--- config.mk ---
export PLATFORM = sky130hd
export DESIGN_NAME = synapse317_flat
export DESIGN_NICKNAME = d
export VERILOG_FILES = /design/src/rtl/synapse317_if.sv /design/src/rtl/synapse317.sv /design/src/flat_wrapper.sv
export SDC_FILE = /design/constraint.sdc
export NUM_CORES = 1
export LEC_CHECK = 0
export ABC_AREA = 1
export CAP_MARGIN = 5
export CORE_ASPECT_RATIO = 1.5
export CORE_UTILIZATION = 60
export CTS_CLUSTER_DIAMETER = 40
export DETAILED_ROUTE_END_ITERATION = 10
export DONT_BUFFER_PORTS = 1
export PLACE_DENSITY_LB_ADDON = 0.1
export SETUP_SLACK_MARGIN = 0.02
export SYNTH_ARGS = -nofsm -noshare
export SYNTH_HDL_FRONTEND = slang
export SYNTH_SLANG_ARGS = --single-unit
--- constraint.sdc ---
create_clock -name sysclk -period 15.58 [get_ports sysclk]
set_clock_uncertainty 0.2 [all_clocks]
set_input_delay 4.674 -clock sysclk [delete_from_list [all_inputs] [get_ports sysclk]]
set_output_delay 4.674 -clock sysclk [all_outputs]
set_load 0.01 [all_outputs]
--- src/rtl/synapse317_if.sv ---
// Code-fetch and external-register bus of the synapse317 core.
//   code_addr  : code memory address (instruction pointer)
//   code_in    : code word at code_addr, valid when code_ready
//   code_ready : code word valid this cycle; low stalls the core
//   ext_data   : write data for external registers (muxer value)
//   ext_load   : one-hot strobe for external destinations 0x10..0x2F
// master = core side, slave = memory / external register side.
interface synapse317_if #(
  parameter int unsigned IPR_WIDTH = 12
) ();
  logic [IPR_WIDTH-1:0] code_addr;
  logic [15:0]          code_in;
  logic                 code_ready;
  logic [15:0]          ext_data;
  logic [31:0]          ext_load;

  modport master (
    output code_addr, ext_data, ext_load,
    input  code_in, code_ready
  );

  modport slave (
    input  code_addr, ext_data, ext_load,
    output code_in, code_ready
  );
endinterface

--- src/rtl/synapse317.sv ---
// synapse317: move-machine core. Every code word is {dest[5:0], src[9:0]};
// the source is selected by the muxer and written to the destination.
// Ports:
//   sysclk, sysreset : clock, asynchronous active-high reset
//   bus              : code fetch + external register strobes (master side)
//   data_in          : read-only 16-bit input ports, port k at [16k+15:16k]
//   r_out, r_load    : general registers and their per-register write strobes
//   debug_hold       : freezes execution and ipr while high
//   stack_depth      : return-stack occupancy
//   fault            : sticky stack overflow / underflow flag
module synapse317 #(
  parameter int unsigned IPR_WIDTH       = 12,
  parameter int unsigned NUM_REGS        = 8,
  parameter int unsigned NUM_DATA_INPUTS = 4,
  parameter int unsigned STACK_DEPTH     = 8
) (
  input  logic                         sysclk,
  input  logic                         sysreset,
  synapse317_if.master                 bus,
  input  logic [16*NUM_DATA_INPUTS-1:0] data_in,
  output logic [16*NUM_REGS-1:0]       r_out,
  output logic [NUM_REGS-1:0]          r_load,
  input  logic                         debug_hold,
  output logic [6:0]                   stack_depth,
  output logic                         fault
);

  localparam int unsigned SpW      = $clog2(STACK_DEPTH);
  localparam logic [6:0]  DepthMax = 7'(STACK_DEPTH);

  logic [IPR_WIDTH-1:0] ipr_q;
  logic [15:0]          exr_q;
  logic                 exr_valid_q;  // exr holds a fetched word (clear after reset)
  logic                 skip_q;
  logic [15:0]          regs_q [NUM_REGS];
  logic [15:0]          ad0_q;
  logic                 ad0_zero_q, carry_out_q, carry_in_q, ad0_pend_q;
  logic [IPR_WIDTH-1:0] stack_q [STACK_DEPTH];
  logic [SpW-1:0]       sp_q;         // next push slot
  logic [6:0]           depth_q;
  logic                 fault_q;

  logic [5:0]           dest;
  logic [9:0]           src;
  logic                 advance, execute;
  logic [3:0]           flag_bits;
  logic [15:0]          flags;
  logic [SpW-1:0]       sp_dec;
  logic [IPR_WIDTH-1:0] stack_top;
  logic [15:0]          mux;
  logic                 op_clrf, op_setf, op_br, op_bn, op_call, op_ret, is_imm, is_ext;
  logic                 sel_flag, br_take, need_skip, push, pop;
  logic [4:0]           ext_idx;
  logic [16:0]          ad0_sum;

  assign dest      = exr_q[15:10];
  assign src       = exr_q[9:0];
  assign advance   = bus.code_ready & ~debug_hold;
  assign execute   = advance & exr_valid_q & ~skip_q;
  assign flag_bits = {ad0_zero_q, carry_out_q, carry_in_q, 1'b1};
  assign flags     = {12'h000, flag_bits};
  assign sp_dec    = sp_q - SpW'(1);
  assign stack_top = (depth_q == 7'd0) ? '0 : stack_q[sp_dec];
  assign ad0_sum   = {1'b0, regs_q[0]} + {1'b0, regs_q[1]} + {16'h0000, carry_in_q};

  // Source muxer
  always_comb begin
    mux = 16'h0000;
    for (int n = 0; n < NUM_REGS; n++) begin
      if (src == 10'(n)) mux = regs_q[n];
    end
    for (int k = 0; k < NUM_DATA_INPUTS; k++) begin
      if (src == 10'(64 + k)) mux = data_in[16*k +: 16];
    end
    if (src[9:8] == 2'b10) mux = {8'h00, src[7:0]};
    case (src)
      10'h02F: mux = 16'(stack_top);
      10'h300: mux = ad0_q;
      10'h340: mux = flags;
      10'h341: mux = {9'h000, depth_q};
      10'h3A0: mux = bus.code_in;
      default: ;
    endcase
  end

  // Destination decode
  always_comb begin
    op_clrf   = (dest == 6'h30);
    op_setf   = (dest == 6'h31);
    op_br     = (dest == 6'h38);
    op_bn     = (dest == 6'h39);
    op_call   = (dest == 6'h3E);
    op_ret    = (dest == 6'h3F);
    is_imm    = (src == 10'h3A0);
    is_ext    = (dest >= 6'h10) && (dest <= 6'h2F);
    // dest - 0x10 over 0x10..0x2F reduces to flipping bit 4
    ext_idx   = {~dest[4], dest[3:0]};
    sel_flag  = (src[3:2] == 2'b00) ? flag_bits[src[1:0]] : 1'b0;
    br_take   = (op_br & sel_flag) | (op_bn & ~sel_flag);
    need_skip = is_imm | op_br | op_bn | op_call | op_ret;
    push      = execute & op_call;
    pop       = execute & op_ret;
    r_load    = '0;
    for (int n = 0; n < NUM_REGS; n++) begin
      r_load[n] = execute && (dest == 6'(n));
    end
    bus.ext_load = (execute && is_ext) ? (32'(1) << ext_idx) : 32'h0;
  end

  assign bus.ext_data  = mux;
  assign bus.code_addr = ipr_q;
  assign stack_depth   = depth_q;
  assign fault         = fault_q;

  always_comb begin
    r_out = '0;
    for (int n = 0; n < NUM_REGS; n++) r_out[16*n +: 16] = regs_q[n];
  end

  // Fetch / sequencing
  always_ff @(posedge sysclk or posedge sysreset) begin
    if (sysreset) begin
      ipr_q       <= '0;
      exr_q       <= 16'h0000;
      exr_valid_q <= 1'b0;
      skip_q      <= 1'b0;
    end else if (advance) begin
      exr_q       <= bus.code_in;
      exr_valid_q <= 1'b1;
      skip_q      <= execute & need_skip;
      if (execute & br_take)  ipr_q <= bus.code_in[IPR_WIDTH-1:0];
      else if (push)          ipr_q <= mux[IPR_WIDTH-1:0];
      else if (pop)           ipr_q <= stack_top;
      else                    ipr_q <= ipr_q + IPR_WIDTH'(1);
    end
  end

  // Registers, adder and flags
  always_ff @(posedge sysclk or posedge sysreset) begin
    if (sysreset) begin
      for (int n = 0; n < NUM_REGS; n++) regs_q[n] <= 16'h0000;
      ad0_q       <= 16'h0000;
      ad0_zero_q  <= 1'b0;
      carry_out_q <= 1'b0;
      carry_in_q  <= 1'b0;
      ad0_pend_q  <= 1'b0;
    end else begin
      for (int n = 0; n < NUM_REGS; n++) begin
        if (r_load[n]) regs_q[n] <= mux;
      end
      ad0_pend_q <= r_load[0] | r_load[1];
      if (ad0_pend_q) begin
        ad0_q       <= ad0_sum[15:0];
        ad0_zero_q  <= (ad0_sum[15:0] == 16'h0000);
        carry_out_q <= ad0_sum[16];
        carry_in_q  <= ad0_sum[16];
      end
      // Explicit flag writes take priority over the adder's carry chaining
      if (execute && op_clrf && mux[1]) carry_in_q <= 1'b0;
      if (execute && op_setf && mux[1]) carry_in_q <= 1'b1;
    end
  end

  // Return stack: circular buffer, a full push overwrites the oldest entry
  always_ff @(posedge sysclk or posedge sysreset) begin
    if (sysreset) begin
      for (int i = 0; i < STACK_DEPTH; i++) stack_q[i] <= '0;
      sp_q    <= '0;
      depth_q <= 7'd0;
      fault_q <= 1'b0;
    end else if (push) begin
      stack_q[sp_q] <= ipr_q;
      sp_q          <= sp_q + SpW'(1);
      if (depth_q == DepthMax) fault_q <= 1'b1;
      else                     depth_q <= depth_q + 7'd1;
    end else if (pop) begin
      if (depth_q == 7'd0) begin
        fault_q <= 1'b1;
      end else begin
        sp_q    <= sp_dec;
        depth_q <= depth_q - 7'd1;
      end
    end
  end

endmodule

--- src/flat_wrapper.sv ---
// flat-port wrapper written by rule: the top's interface ports become plain ports
module synapse317_flat 
#(
  parameter int unsigned IPR_WIDTH       = 12,
  parameter int unsigned NUM_REGS        = 8,
  parameter int unsigned NUM_DATA_INPUTS = 4,
  parameter int unsigned STACK_DEPTH     = 8
)
  (sysclk, sysreset, data_in, r_out, r_load, debug_hold, stack_depth, fault, bus_code_addr, bus_ext_data, bus_ext_load, bus_code_in, bus_code_ready);
  synapse317_if #(.IPR_WIDTH(IPR_WIDTH)) bus_i ();
  input  logic sysclk;
  input  logic sysreset;
  input  logic [16*NUM_DATA_INPUTS-1:0] data_in;
  output logic [16*NUM_REGS-1:0] r_out;
  output logic [NUM_REGS-1:0] r_load;
  input  logic debug_hold;
  output logic [6:0] stack_depth;
  output logic fault;
  output wire logic [$bits(bus_i.code_addr)-1:0] bus_code_addr;
  output wire logic [$bits(bus_i.ext_data)-1:0] bus_ext_data;
  output wire logic [$bits(bus_i.ext_load)-1:0] bus_ext_load;
  input wire logic [$bits(bus_i.code_in)-1:0] bus_code_in;
  input wire logic [$bits(bus_i.code_ready)-1:0] bus_code_ready;
  assign bus_code_addr = bus_i.code_addr;
  assign bus_ext_data = bus_i.ext_data;
  assign bus_ext_load = bus_i.ext_load;
  assign bus_i.code_in = bus_code_in;
  assign bus_i.code_ready = bus_code_ready;
  synapse317 #(.IPR_WIDTH(IPR_WIDTH), .NUM_REGS(NUM_REGS), .NUM_DATA_INPUTS(NUM_DATA_INPUTS), .STACK_DEPTH(STACK_DEPTH)) u_core (.sysclk(sysclk), .sysreset(sysreset), .bus(bus_i), .data_in(data_in), .r_out(r_out), .r_load(r_load), .debug_hold(debug_hold), .stack_depth(stack_depth), .fault(fault));
endmodule
### Yosys cells after proc, flatten, opt, wreduce, memory -nomap -nowiden

Cells that the tools add are included.

* output and inout bits: 204
* register bits after elaboration: 285
* word-level logic and storage cells: 165
* input port bits: 84

* shift-type cells: 1
* $lt $le $gt $ge: 6
* add/sub/neg operators: 7
* bitwise operators: 21
* reductions and logical operators: 26
* muxes and demuxes: 42
* equality and inequality tests: 34

Operator list (count)
* $mux W16: 13
* $bwmux W96: 1
* $mux W12: 7
* $pmux W16 S5: 1
* $eq A10 B10 Y1 const B: 4
* $eq A10 B3 Y1 const B: 4
* $eq A10 B7 Y1 const B: 4
* $bmux W12 S3: 1
* $demux W12 S3: 1
* $eq A6 B6 Y1 const B: 6
* $mux W32: 1
* $shl A1 B5 Y32 const A: 1
* $mux W7: 4
* $eq A6 B3 Y1 const B: 4
* $eq A10 B2 Y1 const B: 2
* $add A16 B16 Y17: 1
* $add A17 B1 Y17: 1
* $logic_not A16 Y1: 1
* $logic_and A1 B1 Y1: 15
* $add A12 B1 Y12 const B: 1
* $eq A6 B2 Y1 const B: 2
* $eq A10 B1 Y1 const B: 1
* $eq A10 B6 Y1 const B: 1
* $logic_not A10 Y1: 1
* 28 further kinds: 59

### Depth between registers and ports, before layout

Gate-level depths: netlist of run 1.

* depth after elaboration: 18
* mapped depth: 20
* mapped depth without buffers: 19

### Worst setup path before layout of run 1

Ideal clock, no wire load.

* kind: input-to-output
* start point: input port bus_code_ready
* end point: output port r_load[1]
* data required time: 10.706 ns
* stages on the path: 9
* path slack: 4.692 ns
* path buffers: 2
* arrival: 6.014 ns
* cell sequence: inv_1 > or2_1 > buf_2 > nor3_4 > inv_2 > nor2_1 > inv_2 > nor2_2 > clkbuf_1

* longest elaborated chain between the ends: 4

RTL lines
* from (decl): line flat_wrapper.sv:23 `input wire logic [$bits(bus_i.code_ready)-1:0] bus_code_ready;`
* $and A1 B1 Y1: line synapse317.sv:58 `assign advance = bus.code_ready & ~debug_hold;`
* $and A1 B1 Y1 (2 in a row): line synapse317.sv:59 `assign execute = advance & exr_valid_q & ~skip_q;`
* $logic_and A1 B1 Y1: line synapse317.sv:105 `r_load[n] = execute && (dest == 6'(n));`
* to (decl): line flat_wrapper.sv:15 `output logic [NUM_REGS-1:0] r_load;`

Every way passes these cells.

### Worst setup path in the final report of run 1

* start point: input port bus_code_ready
* end point: output port r_load[0]

The elaborated chain is that of the path after synthesis.

==> results of run 1 <==
[registers in the layout (all words and copies together), names as in the netlist]
name,count
u_core.ad0_pend_q,1
u_core.ad0_q,16
u_core.ad0_zero_q,1
u_core.bus.code_addr,12
u_core.carry_in_q,1
u_core.carry_out_q,1
u_core.exr_q,16
u_core.exr_valid_q,1
u_core.fault,1
u_core.r_out,128
u_core.skip_q,1
u_core.sp_q,3
u_core.stack_depth,7
u_core.stack_q,96
[kinds of logic (layout without fill, tap and decap cells)]
| kind of cell | count (synthesis) | after routing | share of synthesized area (%) |
|---|---|---|---|
| DFF | 285 | 285 | 44.6 |
| and+or+nand+nor | 1111 | 1111 | 29.6 |
| buffers and inverters | 313 | 305 | 7.76 |
| adders and majority gates | 28 | 28 | 2.33 |
| AOI/OAI and AO/OA | 403 | 403 | 14.4 |
| xor gates and xnor gates | 24 | 24 | 1.36 |
[worst max-delay path by stage]
stage | slack (ps) | end | from | cells past startpoint
2_1_floorplan | 2840 | u_core.ad0_pend_q$_DFF_PP0_ | sysreset | 1
3_3_place_gp | 4250 | r_load[0] | bus_code_ready | 7
3_5_place_dp | 4190 | r_load[0] | bus_code_ready | 7
4_1_cts | 4190 | r_load[0] | bus_code_ready | 7
5_1_grt | 3930 | r_load[0] | bus_code_ready | 7
6_report | 4140 | r_load[0] | bus_code_ready | 7
[through the flow]
step,hold WS (ps),std cells
after global routing,303,2489
after detailed placement,272,2427
final,287,2489
after floorplan,249,2164
after global placement,266,2427
after CTS,286,2489
[layout make-up]
| type | count | share of cell area [%] |
|---|---|---|
| clock buffers | 42 | 5.63 |
| clock inverters | 20 | 0.975 |
| inverters | 225 | 4.93 |
| multi-input cells | 1566 | 44.1 |
| flip-flops and latches | 285 | 41.2 |
| well taps | 333 | 2.41 |
| repair buffers | 18 | 0.780 |
[cells in the mapped netlist, drive strengths merged]
cell type,number
a221oi,11
a211oi,6
xnor2,9
o2111ai,1
o21ai,254
and2,1
a22o,1
a21oi,48
xor2,15
o211a,2
nand3b,1
a311oi,3
ha,25
buf,48
o22ai,19
or2,6
o21bai,2
a31oi,24
nor2,245
a32o,1
inv,221
o221a,1
a22oi,1
dfrtp,285
clkbuf,40
o31ai,1
clkinv,4
nor4,4
a21o,2
nand4,55
o211ai,11
nor3,29
fa,3
nand2,680
o221ai,15
nand3,90
[where the power goes]
| part | total, µW | switching (µW) | internal, µW | leakage [µW] |
|---|---|---|---|---|
| sequential | 1120 | 242 | 875 | 0.00369 |
| combinational | 637 | 435 | 202 | 0.00406 |
| clock | 809 | 353 | 457 | 0.000538 |
| total | 2560 | 1030 | 1530 | 0.00828 |
[worst max-delay path, cell delays in order]
cell and delay [ps]:
sky130_fd_sc_hd__inv_1 10, sky130_fd_sc_hd__or2_1 400, sky130_fd_sc_hd__nor3_4 310, sky130_fd_sc_hd__inv_2 170, sky130_fd_sc_hd__nor2_1 140, sky130_fd_sc_hd__inv_2 150
sky130_fd_sc_hd__nor2_1 700
[routing by layer]
metal  wire (µm)  up-vias
met2       27800      795
li1            -     7023
met5          36        -
met1       19800     7260
met3        5190      217
met4        4230        4
[layout by cell type (no fill, tap or decap), types with 28 or more instances in the layout]
| master | synthesis | layout |
|---|---|---|
| sky130_fd_sc_hd__o21ai_0 | 107 | 107 |
| sky130_fd_sc_hd__nor2_1 | 225 | 225 |
| sky130_fd_sc_hd__a21oi_1 | 48 | 48 |
| sky130_fd_sc_hd__inv_2 | 28 | 28 |
| sky130_fd_sc_hd__o21ai_1 | 147 | 147 |
| sky130_fd_sc_hd__inv_1 | 192 | 191 |
| sky130_fd_sc_hd__clkbuf_16 | 0 | 37 |
| sky130_fd_sc_hd__nand3_1 | 80 | 80 |
| sky130_fd_sc_hd__dfrtp_1 | 285 | 285 |
| sky130_fd_sc_hd__nand4_1 | 55 | 55 |
| sky130_fd_sc_hd__nand2_1 | 669 | 669 |
==> key figures, run 1 <==
Status
  – Status: completed

Final layout
  – Footprint of the flip-flops and latches: 0.00713 mm²
  – Diode count: 0
  – Synth-to-layout area growth: 8.29%
  – Fin nets: about 2200
  – Finished Cell Area: between 0.015 and 0.02 mm²
  – Combined area of the multi-input logic cells: about 0.0076 mm²
  – Filler Cells Inserted: 2317
  – Ratio of cells with drive above 1 in the final layout: 7.88%
  – Utilization after layout: 66.5%

Global routing
  – Total overflow reported by the global router: 0
  – Vias in the first global route: roughly 15000
  – GR peak layer: met2
  – Initial antenna violation count: 2
  – Met2 global-route usage: 70.2%
  – Met1 routing resource usage after global routing: between 40% and 50%
  – Aggregate global-route resource usage: 42.0%
  – Largest net degree at the start of global routing: 105
  – Global-route wire length before repair: 85.6 mm
  – Met3 usage: 11.4%

STA
  – Worst-margin pin slew: 1110 ps
  – RSZ-0062 raised after global routing: no
  – Final worst setup slack: 4140 ps
  – Number of max-slew violations in the final report: 0
  – Final setup violation count: 0
  – Relative slew margins: between 20% and 30%
  – Highest achievable clock rate: 87.4 MHz
  – Final TNS setup: 0 ps
  – Tmin final: 11440 ps
  – Number of hold-slack violations in the final timing report: 0
  – Fin crit share: approximately 73%

Worst setup path
  – Capture point of the worst reg-to-reg path: u_core.r_out[117]$_DFFE_PP0P_
  – Depth of the worst register-to-register path: 13
  – Type of the worst setup path: primary input to primary output
  – Crit end category: primary output
  – R2R Path Start: u_core.sp_q[0]$_DFFE_PP0P_
  – Data arrival time of the worst path: 6570 ps
  – Maximum fanout along the worst path: 17
  – Startpoint type of the worst setup path: primary input
  – Minimum setup slack among reg-to-reg paths: 11470 ps
  – Endpoint required time on the critical path: 10710 ps

Die
  – Horizontal die dimension: about 140 µm
  – I/O Pins: around 290
  – DIE AREA: 0.0273 mm²
  – Die height: 202 µm
  – Starting density of the core: between 60 and 70%
  – # rows: between 70 and 80
  – Core box area: approximately 0.026 mm²

Clocking
  – Clock input transition at the sequential cells of the worst setup and hold paths: 60 ps
  – Clk Latency, worst-skew pair: 530 ps
  – Count of hold buffers inserted by post-cts repair: 0
  – Clock buffers created by TritonCTS: 35
  – Clock Sinks: 285
  – Root Buffer Master: sky130_fd_sc_hd__clkbuf_16
  – Post-CTS Setup Bufs: 0
  – Resize count post-CTS: 0
  – Longest Clk Path Bufs: 3
  – Clock tree from TritonCTS: yes
  – H-tree depth: 2

Flow run
  – Count of maximum capacitance violations: 0

Synth
  – Number of warnings printed during yosys synthesis: 0
  – Largest area contributor in the netlist: sky130_fd_sc_hd__dfrtp_1
  – #FFs+latches synth: 285
  – Share of Yosys cell area claimed by the top area cell type: about 45%
  – Cell count after synthesis: between 2000 and 2500
  – Biggest area contributors in the synthesized netlist: sky130_fd_sc_hd__dfrtp_1 45%, sky130_fd_sc_hd__nand2_1 16%, sky130_fd_sc_hd__nor2_1 5.3%, sky130_fd_sc_hd__o21ai_1 4.6%, sky130_fd_sc_hd__inv_1 4.5%
  – Average cell area after synthesis: 7.39 µm²
  – Number of nets in the synthesized netlist: ~2300
  – Combined area of all synthesized cells: 0.0160 mm²
  – Number of unique standard cell types used by synthesis: 53
  – Proportion of synthesized chip area in sequential cells: 44.6%

Route
  – WL/cell: 22.9 µm
  – DRC violation total after the first TritonRoute iteration: 1345
  – Post-route DRC: 0
  – Total detailed-routing wirelength: 57.1 mm
  – Total number of vias: 15299
  – DR vias/cell: 6.15
  – Number of nets with antenna violations after detailed routing: 0
  – Number of iterations in the first detailed-routing pass: 6

Power and ir drop
  – LEAKAGE: 0.00828 µW
  – Power per cell area: 148 mW/mm²
  – IR Drop Worst-Case VDD: 0.113 mV
  – Total design power: ~2600 µW

Placed design
  – I/O Buffers: 0
  – Total placed instance area: 0.0162 mm²
  – RePlAce Congestion: 0.957
  – DP HPWL: 42.6 mm
  – Setup slack at placement: roughly 4200 ps

Worst hold path
  – Cell count of the worst hold path: 2
  – Worst hold path endpoint: u_core.stack_q[71]$_DFFE_PP0P_
  – Hold path start: u_core.stack_q[71]$_DFFE_PP0P_
  – Hold crit path type: flop to flop
Power figures use the tool's default switching activity.
==> run 2: changes to the inputs <==
- CORE_UTILIZATION: 60 -> 58
- clock period: 15.58 -> 9.4 ns (I/O delays scaled with it)
==> key figures, run 2 (synthesis gave the netlist of run 1 again) <==
STA
  – Final TNS setup: 0 ps (unchanged)
  – Highest achievable clock rate: 133 MHz
  – Number of hold-slack violations in the final timing report: 0 (unchanged)
  – Relative slew margins: 24.0% (-1.8 points)
  – Fin crit share: 79.9%
  – Final setup violation count: 0 (unchanged)
  – RSZ-0062 raised after global routing: no
  – Worst-margin pin slew: 1140 ps (+26.0 ps)
  – Final worst setup slack: 1890 ps (-2250 ps)
  – Number of max-slew violations in the final report: 0 (unchanged)
  – Tmin final: 7510 ps

Worst setup path
  – Crit end category: primary output
  – Data arrival time of the worst path: 4490 ps (-2080 ps)
  – Endpoint required time on the critical path: 6380 ps (-4330 ps)
  – Type of the worst setup path: primary input to primary output
  – Startpoint type of the worst setup path: primary input
  – Maximum fanout along the worst path: 17 (unchanged)

Final layout
  – Synth-to-layout area growth: 9.28%
  – Max FFs per register: 128 (unchanged)
  – Most common library cell in the layout ignoring fill and taps: sky130_fd_sc_hd__nand2_1
  – Commonest non-fill, non-tap cells in the layout: 669 x sky130_fd_sc_hd__nand2_1, 285 x sky130_fd_sc_hd__dfrtp_1, 225 x sky130_fd_sc_hd__nor2_1
  – Filler Cells Inserted: 2431 (+4.9%)
  – Fin nets: 2247 (+0.18%)
  – Diode count: 0 (unchanged)
  – Ratio of cells with drive above 1 in the final layout: 8.09% (+0.21 points)

Clocking
  – H-tree depth: 2 (unchanged)
  – Clk Latency, worst-skew pair: 540 ps (about the same)
  – Resize count post-CTS: 0 (unchanged)
  – Clock buffers created by TritonCTS: 36 (+2.9%)
  – Clock input transition at the sequential cells of the worst setup and hold paths: 60 ps (about the same)
  – Longest Clk Path Bufs: 3 (unchanged)
  – Post-CTS Setup Bufs: 0 (unchanged)
  – Clock tree from TritonCTS: yes
  – Count of hold buffers inserted by post-cts repair: 0 (unchanged)
  – Clock Sinks: 285 (unchanged)
  – Root Buffer Master: sky130_fd_sc_hd__clkbuf_16

Placed design
  – Setup slack at placement: 1970 ps (-2220 ps)
  – RePlAce Congestion: 1.04 (+8.8%)
  – DP HPWL: 43.5 mm (+2.2%)
  – I/O Buffers: 0 (unchanged)

Power and ir drop
  – Power per cell area: 250 mW/mm² (+69%)
  – LEAKAGE: 0.00836 µW (+0.94%)
  – IR Drop Worst-Case VDD: 0.199 mV (+75%)
  – Total design power: 4370 µW (+71%)

Route
  – WL/cell: 23.3 µm (+1.5%)
  – DRC violation total after the first TritonRoute iteration: 1317 (-2.1%)
  – DR vias/cell: 6.12 (-0.47%)
  – Total number of vias: 15319 (+0.13%)
  – Number of nets with antenna violations after detailed routing: 0 (unchanged)
  – Total detailed-routing wirelength: 58.3 mm (+2.1%)
  – Number of iterations in the first detailed-routing pass: 6 (unchanged)
  – Post-route DRC: 0 (unchanged)

Die
  – Die height: 205 µm (+1.7%)
  – Starting density of the core: 59.0% (-2.5 points)
  – DIE AREA: 0.0283 mm² (+3.4%)
  – Horizontal die dimension: 138 µm (+1.7%)
  – Core box area: 0.0271 mm² (+4.2%)
  – # rows: 74 (+2.8%)
  – I/O Pins: 288 (unchanged)

Global routing
  – Global-route wire length before repair: 86.5 mm (+1.0%)
  – Largest net degree at the start of global routing: 145 (+38%)
  – Initial antenna violation count: 2 (unchanged)
  – Total overflow reported by the global router: 0 (unchanged)
  – Vias in the first global route: 14500 (-0.75%)
  – Aggregate global-route resource usage: 41.9% (-0.072 points)

Worst hold path
  – Hold crit path type: flop to flop

Flow run
  – Count of maximum capacitance violations: 0 (unchanged)

Status
  – Status: completed
-- run 2: changes by cell type in the layout (fill, tap and decap cells not counted), sizes merged --
cell / before / now
bufinv: 0 / 5
buf: 18 / 21
clkbuf: 42 / 45
clkinv: 13 / 10
clkinvlp: 8 / 5
inv: 224 / 225
-- run 2: layer usage --
layer | GRT usage [%] | part of all wire [%]
met1 | 45.9 | 34
met2 | 68.9 | 48
met3 | 13.0 | 10
met4 | 28.3 | 7.9
met5 | 0 | 0.048
-- run 2: metrics by stage --
stage	std cells	area [µm²]	hold WS [ps]	util, %
finish	2504	17500	283	64.4
CTS	2504	17500	287	64.4
global route	2504	17500	307	64.4
floorplan	2164	16000	249	-
detailed placement	2439	16200	273	59.8
global placement	2439	16200	266	59.8
-- run 2: critical path: stages --
cell and delay, ps:
sky130_fd_sc_hd__inv_1 20, sky130_fd_sc_hd__or2_1 190, sky130_fd_sc_hd__buf_4 200, sky130_fd_sc_hd__nor3_4 240
sky130_fd_sc_hd__inv_2 150, sky130_fd_sc_hd__nor2_1 140, sky130_fd_sc_hd__nand2_1 330, sky130_fd_sc_hd__nor2_1 380
-- run 2: worst paths after layout --
check | cells after the start | slack, ps | endpoint | startpoint
setup reg to reg | 13 | 5170 | u_core.r_out[58]$_DFFE_PP0P_ | u_core.sp_q[0]$_DFFE_PP0P_
min in group asynchronous | 2 | 2270 | u_core.stack_q[47]$_DFFE_PP0P_ | sysreset
setup / recovery | 8 | 1890 | bus_ext_load[18] | bus_code_ready
max in group asynchronous | 3 | 5180 | u_core.r_out[62]$_DFFE_PP0P_ | sysreset
hold reg to reg | 2 | 280 | u_core.stack_q[22]$_DFFE_PP0P_ | u_core.stack_q[22]$_DFFE_PP0P_
hold / removal | 2 | 280 | u_core.stack_q[22]$_DFFE_PP0P_ | u_core.stack_q[22]$_DFFE_PP0P_
-- run 2: area by class of cell --
cell class | instances | area (µm²) | area share [%]
Clock buffer | 45 | 1010 | 5.75
Clock inverter | 20 | 265 | 1.52
Inverter | 225 | 851 | 4.87
Multi-Input combinational cell | 1566 | 7630 | 43.6
Sequential cell | 285 | 7130 | 40.8
Tap cell | 342 | 428 | 2.45
Timing Repair Buffer | 21 | 170 | 0.973
-- run 2: report_power, final --
part           switching [µW]  total [µW]  leakage, µW  internal (µW)
clock                     570        1480     0.000616            906
combinational             703        1040      0.00406            336
sequential                407        1860      0.00369           1450
total                    1680        4370      0.00836           2690
